File: config.mk
export PLATFORM = sky130hd
export DESIGN_NAME = li_relay_fifo_flat
export DESIGN_NICKNAME = d
export VERILOG_FILES = /design/src/rtl/li_link_if.sv /design/src/rtl/li_relay_fifo.sv /design/src/flat_wrapper.sv
export SDC_FILE = /design/constraint.sdc
export NUM_CORES = 1
export LEC_CHECK = 0
export CORE_ASPECT_RATIO = 2
export CORE_MARGIN = 2
export CORE_UTILIZATION = 54
export DETAILED_ROUTE_END_ITERATION = 12
export MAX_ROUTING_LAYER = met4
export PLACE_DENSITY = 0.77
export SYNTH_ARGS = -nofsm -noshare
export SYNTH_HDL_FRONTEND = slang
export SYNTH_SLANG_ARGS = --single-unit
File: constraint.sdc
create_clock -name clk -period 3.3 [get_ports clk]
set_input_delay 0.825 -clock clk [delete_from_list [all_inputs] [get_ports clk]]
set_output_delay 0.825 -clock clk [all_outputs]
set_load 0.005 [all_outputs]
File: src/rtl/li_link_if.sv
// li_link valid/stop channel: data and valid travel forward, stop travels back.
// The producer side uses master and the consumer side uses slave.
interface li_link_if #(
    parameter int WIDTH = 6
);
    logic [WIDTH-1:0] data;
    logic             valid;
    logic             stop;

    modport master (output data, output valid, input stop);
    modport slave  (input data, input valid, output stop);
endinterface

File: src/rtl/li_relay_fifo.sv
// DEPTH-entry relay station for li_link with registered forward/backward paths and skid margin.
// Optional statistics outputs (stall_cycles, max_occupancy) when LI_RELAY_FIFO_STATS_EN is defined.
module li_relay_fifo #(
    parameter int WIDTH = 6,
    parameter int DEPTH = 4,
    parameter int SKID  = 1
) (
    input  logic                       clk,
    input  logic                       reset,
    li_link_if.slave                   in_link,
    li_link_if.master                  out_link,
`ifdef LI_RELAY_FIFO_STATS_EN
    output logic [31:0]                stall_cycles,
    output logic [$clog2(DEPTH):0]     max_occupancy,
`endif
    output logic                       overflow_err
);
    localparam int AW = $clog2(DEPTH);
    localparam logic [AW:0] FULL_COUNT = (AW+1)'(DEPTH);
    localparam logic [AW:0] STOP_LEVEL = (AW+1)'(DEPTH - SKID);

    logic [WIDTH-1:0] mem [DEPTH];
    logic [AW-1:0]    wr_ptr_reg, rd_ptr_reg, rd_ptr_next;
    logic [AW:0]      count_reg, count_next, count_after_pop;
    logic             out_valid_reg, in_stop_reg, overflow_err_reg;
    logic [WIDTH-1:0] out_data_reg, head_next;
    logic             push, pop, full;

    always_comb begin
        full            = (count_reg == FULL_COUNT);
        pop             = out_valid_reg & ~out_link.stop;
        push            = in_link.valid & (~full | pop);
        count_after_pop = count_reg - (AW+1)'(pop);
        count_next      = count_after_pop + (AW+1)'(push);
        rd_ptr_next     = rd_ptr_reg + AW'(pop);
        // When the buffer would otherwise be empty, the incoming token becomes the next head.
        head_next       = (count_after_pop == '0) ? in_link.data : mem[rd_ptr_next];
    end

    always_ff @(posedge clk) begin
        if (push) begin
            mem[wr_ptr_reg] <= in_link.data;
        end
    end

    always_ff @(posedge clk or posedge reset) begin
        if (reset) begin
            wr_ptr_reg       <= '0;
            rd_ptr_reg       <= '0;
            count_reg        <= '0;
            out_valid_reg    <= 1'b0;
            out_data_reg     <= '0;
            in_stop_reg      <= 1'b0;
            overflow_err_reg <= 1'b0;
        end else begin
            if (push) begin
                wr_ptr_reg <= wr_ptr_reg + AW'(1);
            end
            rd_ptr_reg    <= rd_ptr_next;
            count_reg     <= count_next;
            out_valid_reg <= (count_next != '0);
            if (count_next != '0) begin
                out_data_reg <= head_next;
            end
            in_stop_reg <= (count_next >= STOP_LEVEL);
            if (in_link.valid && !push) begin
                overflow_err_reg <= 1'b1;
            end
        end
    end

    assign out_link.valid = out_valid_reg;
    assign out_link.data  = out_data_reg;
    assign in_link.stop   = in_stop_reg;
    assign overflow_err   = overflow_err_reg;

`ifdef LI_RELAY_FIFO_STATS_EN
    logic [31:0] stall_cycles_reg;
    logic [AW:0] max_occupancy_reg;

    always_ff @(posedge clk or posedge reset) begin
        if (reset) begin
            stall_cycles_reg  <= '0;
            max_occupancy_reg <= '0;
        end else begin
            if (out_valid_reg && out_link.stop && (stall_cycles_reg != 32'hFFFF_FFFF)) begin
                stall_cycles_reg <= stall_cycles_reg + 32'd1;
            end
            if (count_next > max_occupancy_reg) begin
                max_occupancy_reg <= count_next;
            end
        end
    end

    assign stall_cycles  = stall_cycles_reg;
    assign max_occupancy = max_occupancy_reg;
`endif
endmodule
File: src/flat_wrapper.sv
// flat-port wrapper written by rule: the top's interface ports become plain ports
module li_relay_fifo_flat 
#(
    parameter int WIDTH = 6,
    parameter int DEPTH = 4,
    parameter int SKID  = 1
)
  (clk, reset, overflow_err, in_link_data, in_link_valid, in_link_stop, out_link_data, out_link_valid, out_link_stop);
  li_link_if #(.WIDTH(WIDTH)) in_link_i ();
  li_link_if #(.WIDTH(WIDTH)) out_link_i ();
  input  logic clk;
  input  logic reset;
  output logic overflow_err;
  input wire logic [$bits(in_link_i.data)-1:0] in_link_data;
  input wire logic [$bits(in_link_i.valid)-1:0] in_link_valid;
  output wire logic [$bits(in_link_i.stop)-1:0] in_link_stop;
  output wire logic [$bits(out_link_i.data)-1:0] out_link_data;
  output wire logic [$bits(out_link_i.valid)-1:0] out_link_valid;
  input wire logic [$bits(out_link_i.stop)-1:0] out_link_stop;
  assign in_link_i.data = in_link_data;
  assign in_link_i.valid = in_link_valid;
  assign in_link_stop = in_link_i.stop;
  assign out_link_data = out_link_i.data;
  assign out_link_valid = out_link_i.valid;
  assign out_link_i.stop = out_link_stop;
  li_relay_fifo #(.WIDTH(WIDTH), .DEPTH(DEPTH), .SKID(SKID)) u_core (.clk(clk), .reset(reset), .in_link(in_link_i), .out_link(out_link_i), .overflow_err(overflow_err));
endmodule
==> results of run 1 <==
[area by class of cell]
type	instances	area, um2
inverter	7	26.3
clock buffer	5	68.8
tap	30	37.5
multi-input combinational	49	502
clock inverter	3	90.1
sequential	40	1120
fill	215	902
timing repair buffer	20	195
[power breakdown]
| group | leakage [nW] | switching [mW] | internal [mW] |
|---|---|---|---|
| sequential | 0.401 | 0.0665 | 0.706 |
| clock | 0.0784 | 0.160 | 0.378 |
| combinational | 0.364 | 0.352 | 0.434 |
| total | 0.844 | 0.578 | 1.52 |
[final timing paths]
kind / from / end / cells past startpoint
setup / recovery: out_link_stop / u_core.out_link.data[4] / 10
hold / removal: u_core.overflow_err / u_core.overflow_err / 1
setup reg to reg: u_core.out_link.valid / u_core.out_link.data[4] / 9
hold reg to reg: u_core.overflow_err / u_core.overflow_err / 1
max in group asynchronous: reset / u_core.wr_ptr_reg[0] / 2
min in group asynchronous: reset / u_core.count_reg[0] / 2
[layer usage]
metal	part of all wire	track usage
met3	0.027	0.0413
met4	0.014	0.0636
met5	0	-
met1	0.33	0.156
met2	0.63	0.334
[metrics by stage]
| stage | utilization | worst slack (ns) | instance area [um2] | cells |
|---|---|---|---|---|
| after floorplan | - | 0.549 | 1670 | 99 |
| after global placement | 0.639 | 0.179 | 1880 | 146 |
| after detailed placement | 0.639 | 0.0655 | 1880 | 146 |
| after CTS | 0.693 | 0.340 | 2040 | 154 |
| after global routing | 0.693 | 0.119 | 2040 | 154 |
| final | 0.693 | 0.360 | 2040 | 154 |
[synth_stat cells (all sizes together)]
| library cell | count |
|---|---|
| inv | 7 |
| a21oi | 6 |
| xnor2 | 2 |
| mux4 | 6 |
| and2 | 4 |
| or3 | 1 |
| dfrtp | 16 |
| xor2 | 1 |
| a21o | 2 |
| nand3 | 1 |
| buf | 1 |
| edfxtp | 24 |
| mux2i | 6 |
| nor4b | 1 |
| nor2 | 6 |
| xor3 | 1 |
| ha | 9 |
| mux2 | 1 |
| nor2b | 2 |
| clkbuf | 2 |
[critical path, stage by stage]
cell and delay [ns]:
clkdlybuf4s50_1 0.45, nor2b_1 0.07, nor4b_1 0.37, nor2b_1 0.13
ha_1 0.23, ha_1 0.18, xor3_2 0.25, or3_4 0.42
nor2_1 0.13, a21oi_1 0.05
[logic make-up (layout without fill, tap and decap cells)]
| group | count (synthesis) | in the layout | share of synthesized area |
|---|---|---|---|
| AOI/OAI and AO/OA | 8 | 8 | 0.0278 |
| adders and majority gates | 9 | 9 | 0.0675 |
| and+or+nand+nor | 15 | 15 | 0.0510 |
| muxes | 13 | 13 | 0.124 |
| DFF | 40 | 40 | 0.672 |
| xor gates and xnor gates | 4 | 4 | 0.0308 |
| buffers and inverters | 10 | 35 | 0.0270 |
==> results.json, run 1 <==
{
  "status": "completed",
  "dp_hpwl_um": 2030,
  "path_class": "input pin to register",
  "routed_wirelength_um": 2580,
  "holdCritPathClass": "register to register",
  "ys_top_cells_by_area": "edfxtp_1 (43%), dfrtp_1 (24%), mux4_2 (8.1%), ha_1 (6.8%), mux2i_1 (3.6%)",
  "finalSetupViolCount": 0,
  "ctsLongestPathBuffers": 2,
  "tritoncts": "yes",
  "top_level_ports": 19,
  "grt_util_all_layers": 0.173,
  "relSlewSlack": 0.571,
  "synth-warning-count": 0,
  "layout_common_cells": "edfxtp_1 (24), clkdlybuf4s50_1 (18), dfrtp_1 (16), ha_1 (9), inv_1 (7)",
  "avgSynthCellArea_um2": 16.8,
  "largest_register_ffs": 24,
  "h-tree-depth": 2,
  "clk-insertion-delay-late_ns": 0.28,
  "rsz0062_at_grt": "false",
  "slew_violations": 0,
  "final_nets": 142,
  "syn_nets": 118,
  "die_w_um": 43.3,
  "drt-wirelength-per-cell_um": 16.7,
  "postCtsSetupRepairBufs": 0,
  "path_max_fanout": 13,
  "start_kind": "input pin",
  "final_common_cell": "edfxtp_1",
  "tns_ns": 0,
  "cts_root_buf": "clkbuf_8",
  "finalPower_mw": 2.10,
  "grt_max_degree": 17,
  "ant_nets": 0,
  "die_h_um": 82.6,
  "tightest_slew_ns": 0.642,
  "start_util": 0.567,
  "p_leak_nw": 0.844,
  "dieArea_mm2": 0.00358,
  "finalClockSkew_ns": 0.00517,
  "critPathArrivalTime_ns": 3.11,
  "drive_gt1_frac": 0.161,
  "cts.sinks": 40,
  "hold_violations": 0,
  "grt-ovfl-total": 0,
  "fin_crit_sh": 0.891,
  "viasPerCell": 5.48,
  "netlist_instances": 99,
  "grt_antenna_before_repair": 0,
  "cts_buffers": 5,
  "area_delta_synth_final_pct": 22.4,
  "fmaxAchievable_ghz": 0.340,
  "hold-worst-slack_ns": 0.475,
  "ir_worst_vdd_v": 0.000574,
  "vias": 844,
  "yosysUniqueCellTypes": 21,
  "netlist.area_leader.share": 0.432,
  "power_density_mw_per_mm2": 1030,
  "cp-end-kind": "register",
  "r2r_slack_ns": 0.89,
  "drv_cap": 0,
  "period_minus_slack_ns": 2.94,
  "postCtsHoldBufs": 0,
  "diodes": 0,
  "portBuffers": 18,
  "dr.pass1.iters": 2,
  "synth_area_leader_cell": "edfxtp_1",
  "grt_pass1_wl_um": 4190,
  "ys_ff_latch": 40,
  "num_rows": 28,
  "clk_pin_slew_ns": 0.07,
  "cts.repair.resized": 0,
  "grt_pass1_vias": 896,
  "synthesis.area_mm2": 0.00167,
  "critical_path_required_ns": 3.47,
  "yosysSeqAreaShare": 0.672,
  "gp_congestion": 0.699,
  "drtIter0Drc": 6,
  "core_mm2": 0.00294,
  "drc": 0
}
Note: power is estimated with default switching activity, not from simulation.
==> inputs of run 2 (changes only) <==
Settings changed: CORE_ASPECT_RATIO 2 to not set.
==> run 2 against run 1 <==
Sequential power is 0.5% higher. Via count is 3.6% higher. Combinational power about the same. Final cell count up 1.9%. Die area is 0.75% lower. Clock power decreased by 36%. Largest cell class unchanged. Global-route usage grew 1.5 points.
==> results.json, run 2 (synthesis gave the netlist of run 1 again) <==
{
  "status": "completed",
  "fin_crit_sh": 0.837,
  "num_rows": 20,
  "drt-wirelength-per-cell_um": 16.9,
  "dp_hpwl_um": 1900,
  "layout_common_cells": "edfxtp_1 (24), clkdlybuf4s50_1 (18), dfrtp_1 (16), ha_1 (9), inv_1 (7)",
  "switching_share": 0.310,
  "period_minus_slack_ns": 2.76,
  "r2r_end": "u_core.out_link.data[2]",
  "grt_pass1_wl_um": 4340,
  "final_common_cell": "edfxtp_1",
  "h-tree-depth": 2,
  "gp_congestion": 0.773,
  "fmaxAchievable_ghz": 0.362,
  "rr_worst_depth": 9,
  "core_mm2": 0.00300,
  "critical_path_required_ns": 3.54,
  "p_leak_nw": 0.814,
  "holdCritPathClass": "register to register",
  "start_util": 0.555,
  "cp-end-kind": "register",
  "diodes": 0,
  "critPathArrivalTime_ns": 3.00,
  "cts.sinks": 40,
  "portBuffers": 18,
  "finalSetupViolCount": 0,
  "slew_violations": 0,
  "grt_max_degree": 17,
  "holdCritStartpoint": "u_core.overflow_err",
  "final_area_mm2": 0.00198,
  "start_kind": "input pin",
  "area_delta_synth_final_pct": 18.5,
  "finalClockSkew_ns": 0.0152,
  "tns_ns": 0,
  "drv_cap": 0,
  "power.internal_mw": 1.32,
  "viasPerCell": 5.57,
  "ir_worst_vdd_v": 0.000430,
  "cts.repair.resized": 0,
  "postCtsSetupRepairBufs": 0,
  "placed_cell_area_mm2": 0.00189,
  "cts_root_buf": "clkbuf_4",
  "timing.rr.start": "u_core.out_link.valid",
  "power_density_mw_per_mm2": 966,
  "drive_gt1_frac": 0.161,
  "r2r_slack_ns": 0.96,
  "dr.pass1.iters": 4,
  "power.net_switching_mw": 0.591,
  "final_nets": 142,
  "clockPowerShare": 0.179,
  "top_level_ports": 19,
  "die_w_um": 59.6,
  "hold_path_end": "u_core.overflow_err",
  "drtIter0Drc": 26,
  "relSlewSlack": 0.604,
  "clk-insertion-delay-late_ns": 0.35,
  "die_h_um": 59.6,
  "hold_violations": 0,
  "cts_buffers": 5,
  "hold_depth": 1,
  "grt_util_all_layers": 0.188,
  "clk_pin_slew_ns": 0.11,
  "tritoncts": "yes",
  "sequentialPowerShare": 0.407,
  "ant_nets": 0,
  "path_max_fanout": 13,
  "routed_wirelength_um": 2650,
  "path_class": "input pin to register",
  "largest_register_ffs": 24,
  "postCtsHoldBufs": 0,
  "rsz0062_at_grt": "false",
  "combPwrFrac": 0.413,
  "grt_pass1_vias": 930,
  "grt-ovfl-total": 0,
  "ctsLongestPathBuffers": 2,
  "grt_antenna_before_repair": 0,
  "tightest_slew_ns": 0.594,
  "dieArea_mm2": 0.00355,
  "vias": 874,
  "drc": 0
}
==> run 2: area by class of cell <==
cell class	instances	area, um2
sequential	40	1120
fill	234	1030
multi-input combinational	49	502
timing repair buffer	20	195
clock buffer	6	51.3
tap	33	41.3
clock inverter	2	38.8
inverter	7	26.3
==> run 2: metal layers <==
| layer | part of all wire | wire, um | up-vias | track usage |
|---|---|---|---|---|
| li1 | - | - | 409 | - |
| met1 | 0.44 | 1160 | 445 | 0.229 |
| met2 | 0.50 | 1320 | 15 | 0.289 |
| met3 | 0.041 | 108 | 5 | 0.0590 |
| met4 | 0.023 | 61 | 0 | 0.0857 |
| met5 | 0 | 0 | - | - |
==> run 2: worst max path at each step <==
stage	from	end	cells past startpoint
after CTS	out_link_stop	u_core.out_link.data[1]	10
final	out_link_stop	u_core.out_link.data[2]	10
after global routing	out_link_stop	u_core.out_link.data[3]	10
after floorplan	out_link_stop	u_core.out_link.data[0]	11
after global placement	out_link_stop	u_core.out_link.data[2]	10
after detailed placement	out_link_stop	u_core.out_link.data[5]	10
==> run 2: critical path, stage by stage <==
cell,delay [ns]
clkdlybuf4s50_1,0.46
nor2b_1,0.07
nor4b_1,0.32
nor2b_1,0.12
ha_1,0.21
ha_1,0.18
xor3_2,0.24
or3_4,0.41
nor2_1,0.11
a21oi_1,0.05
==> run 2: stage by stage <==
step	power [mW]	hold slack, ns	instances	setup WS, ns	utilization
6_report	1.91	0.472	157	0.538	0.658
3_3_place_gp	1.56	0.454	149	0.181	0.628
5_1_grt	2.05	0.495	157	0.362	0.658
2_1_floorplan	1.34	0.451	99	0.549	-
4_1_cts	1.94	0.473	157	0.524	0.658
3_5_place_dp	1.60	0.448	149	0.134	0.628
==> run 2: power by group through the flow <==
stage	clock network (mW)	registers (mW)	logic, mW
after CTS	0.350	0.778	0.808
after global routing	0.372	0.794	0.884
after global placement	0	0.783	0.779
after floorplan	0	0.776	0.562
after detailed placement	0	0.790	0.807
final	0.342	0.777	0.788
==> inputs of run 3 (changes only) <==
Clock period 3.3 ns to 2.6 ns, I/O delays scaled along.
==> run 3 against run 2 <==
Clock power is 18% higher. Critical path type is now register to register. Global-route usage is 0.10 points higher. Sequential cell count stayed put.
==> results.json, run 3 (synthesis gave the netlist of run 1 again) <==
{
  "ff_latch_area_mm2": 0.00112,
  "area_delta_synth_final_pct": 25.7,
  "grt_pass1_vias": 960,
  "fin_ws_ns": 0.119,
  "holdCritPathClass": "register to register",
  "r2r_slack_ns": 0.12,
  "status": "completed",
  "finalPower_mw": 2.65,
  "viasPerCell": 5.63,
  "path_max_fanout": 7,
  "fin_util": 0.698,
  "final_cells": 166,
  "portBuffers": 18,
  "finalSetupViolCount": 0,
  "cts_root_buf": "clkbuf_4",
  "place_inst": 157,
  "layout_common_cells": "edfxtp_1 (24), clkdlybuf4s50_1 (17), dfrtp_1 (16), buf_4 (9), ha_1 (8)",
  "start_kind": "register",
  "drt-wirelength-per-cell_um": 17.1,
  "postCtsHoldBufs": 0,
  "cts.sinks": 40,
  "tritoncts": "yes",
  "relSlewSlack": 0.601,
  "h-tree-depth": 2,
  "postCtsSetupRepairBufs": 0,
  "dieArea_mm2": 0.00355,
  "dr.pass1.iters": 4,
  "grt_pass1_wl_um": 4430,
  "cts_buffers": 5,
  "gp_congestion": 0.710,
  "fmaxAchievable_ghz": 0.403,
  "pre_cts_ws_ns": -0.419,
  "drc": 0,
  "cp-end-kind": "register",
  "ir_worst_vdd_v": 0.000627,
  "diodes": 0,
  "hold-worst-slack_ns": 0.465,
  "largest_register_ffs": 24,
  "finalClockSkew_ns": 0.0109,
  "final_nets": 151,
  "tightest_slew_ns": 0.598,
  "critical_path_required_ns": 2.84,
  "power_density_mw_per_mm2": 1260,
  "path_class": "register to register",
  "slew_violations": 0,
  "multi_input_area_um2": 558,
  "drive_gt1_frac": 0.278,
  "grt_util_all_layers": 0.189,
  "grt_max_degree": 17,
  "drv_cap": 0,
  "top_level_ports": 19,
  "hold_violations": 0,
  "ctsLongestPathBuffers": 2,
  "period_minus_slack_ns": 2.48,
  "clk-insertion-delay-late_ns": 0.35,
  "die_h_um": 59.6,
  "core_mm2": 0.00300,
  "ant_nets": 0,
  "drtIter0Drc": 25,
  "final_common_cell": "edfxtp_1",
  "fillCellCount": 213,
  "vias": 934,
  "grt_antenna_before_repair": 0,
  "fin_crit_sh": 0.954,
  "p_leak_nw": 0.874,
  "critPathArrivalTime_ns": 2.73,
  "num_rows": 20,
  "die_w_um": 59.6,
  "start_util": 0.555,
  "clk_pin_slew_ns": 0.12,
  "grt-ovfl-total": 0,
  "dp_hpwl_um": 1930,
  "routed_wirelength_um": 2850
}
## run 3: cell types whose count changed in the layout (fill, tap and decap cells not counted), sizes merged
| cell | delta |
|---|---|
| or3 | +1 |
| buf | +8 |
| clkinv | +1 |
| clkbuf | -1 |
| clkdlybuf4s50 | -1 |
| dlymetal6s2s | +1 |
## run 3: cell type report
type	instances	area share
sequential	40	0.535
clock inverter	3	0.0203
inverter	7	0.0125
timing repair buffer	28	0.129
clock buffer	5	0.0179
tap	33	0.0197
multi-input combinational	50	0.266
## run 3: report_power, final
group / switching (mW) / internal (mW) / leakage, nW
clock: 0.201 / 0.201 / 0.0428
combinational: 0.535 / 0.707 / 0.430
sequential: 0.106 / 0.895 / 0.401
total: 0.842 / 1.80 / 0.874
## run 3: path summary, 6_finish.rpt
path                       cells after the start                 endpoint                  start
setup / recovery                               9  u_core.out_link.data[5]  u_core.out_link.valid
hold / removal                                 1      u_core.overflow_err    u_core.overflow_err
setup reg to reg                               9  u_core.out_link.data[5]  u_core.out_link.valid
hold reg to reg                                1      u_core.overflow_err    u_core.overflow_err
max in group asynchronous                      2      u_core.count_reg[1]                  reset
min in group asynchronous                      2     u_core.rd_ptr_reg[0]                  reset
## run 3: metal layers
layer,GRT usage,routed length (um),up-vias
li1,-,-,433
met3,0.0590,132,9
met5,-,0,-
met4,0.0857,78,0
met2,0.308,1520,24
met1,0.215,1120,468
## run 3: critical path: stages (launching register included)
cell and delay (ns):
dfrtp_1 0.40, nor2b_4 0.14, nor4b_4 0.31, nor2b_2 0.08, ha_2 0.18, ha_1 0.19
xor3_2 0.41, or3_4 0.47, nor2_2 0.13, a21oi_1 0.05
## run 3: what timing repair did
item	in CTS	in global routing
resized for setup	1	13
pin swaps	0	4
cloned	0	1
endpoints found under the setup margin	6	6
## run 3: per-stage QoR
stage / setup TNS, ns / area, um2
after global placement: -2.06 / 1960
after CTS: 0 / 2040
after detailed placement: -2.76 / 1960
after global routing: -0.0120 / 2100
after floorplan: 0 / 1670
final: 0 / 2100
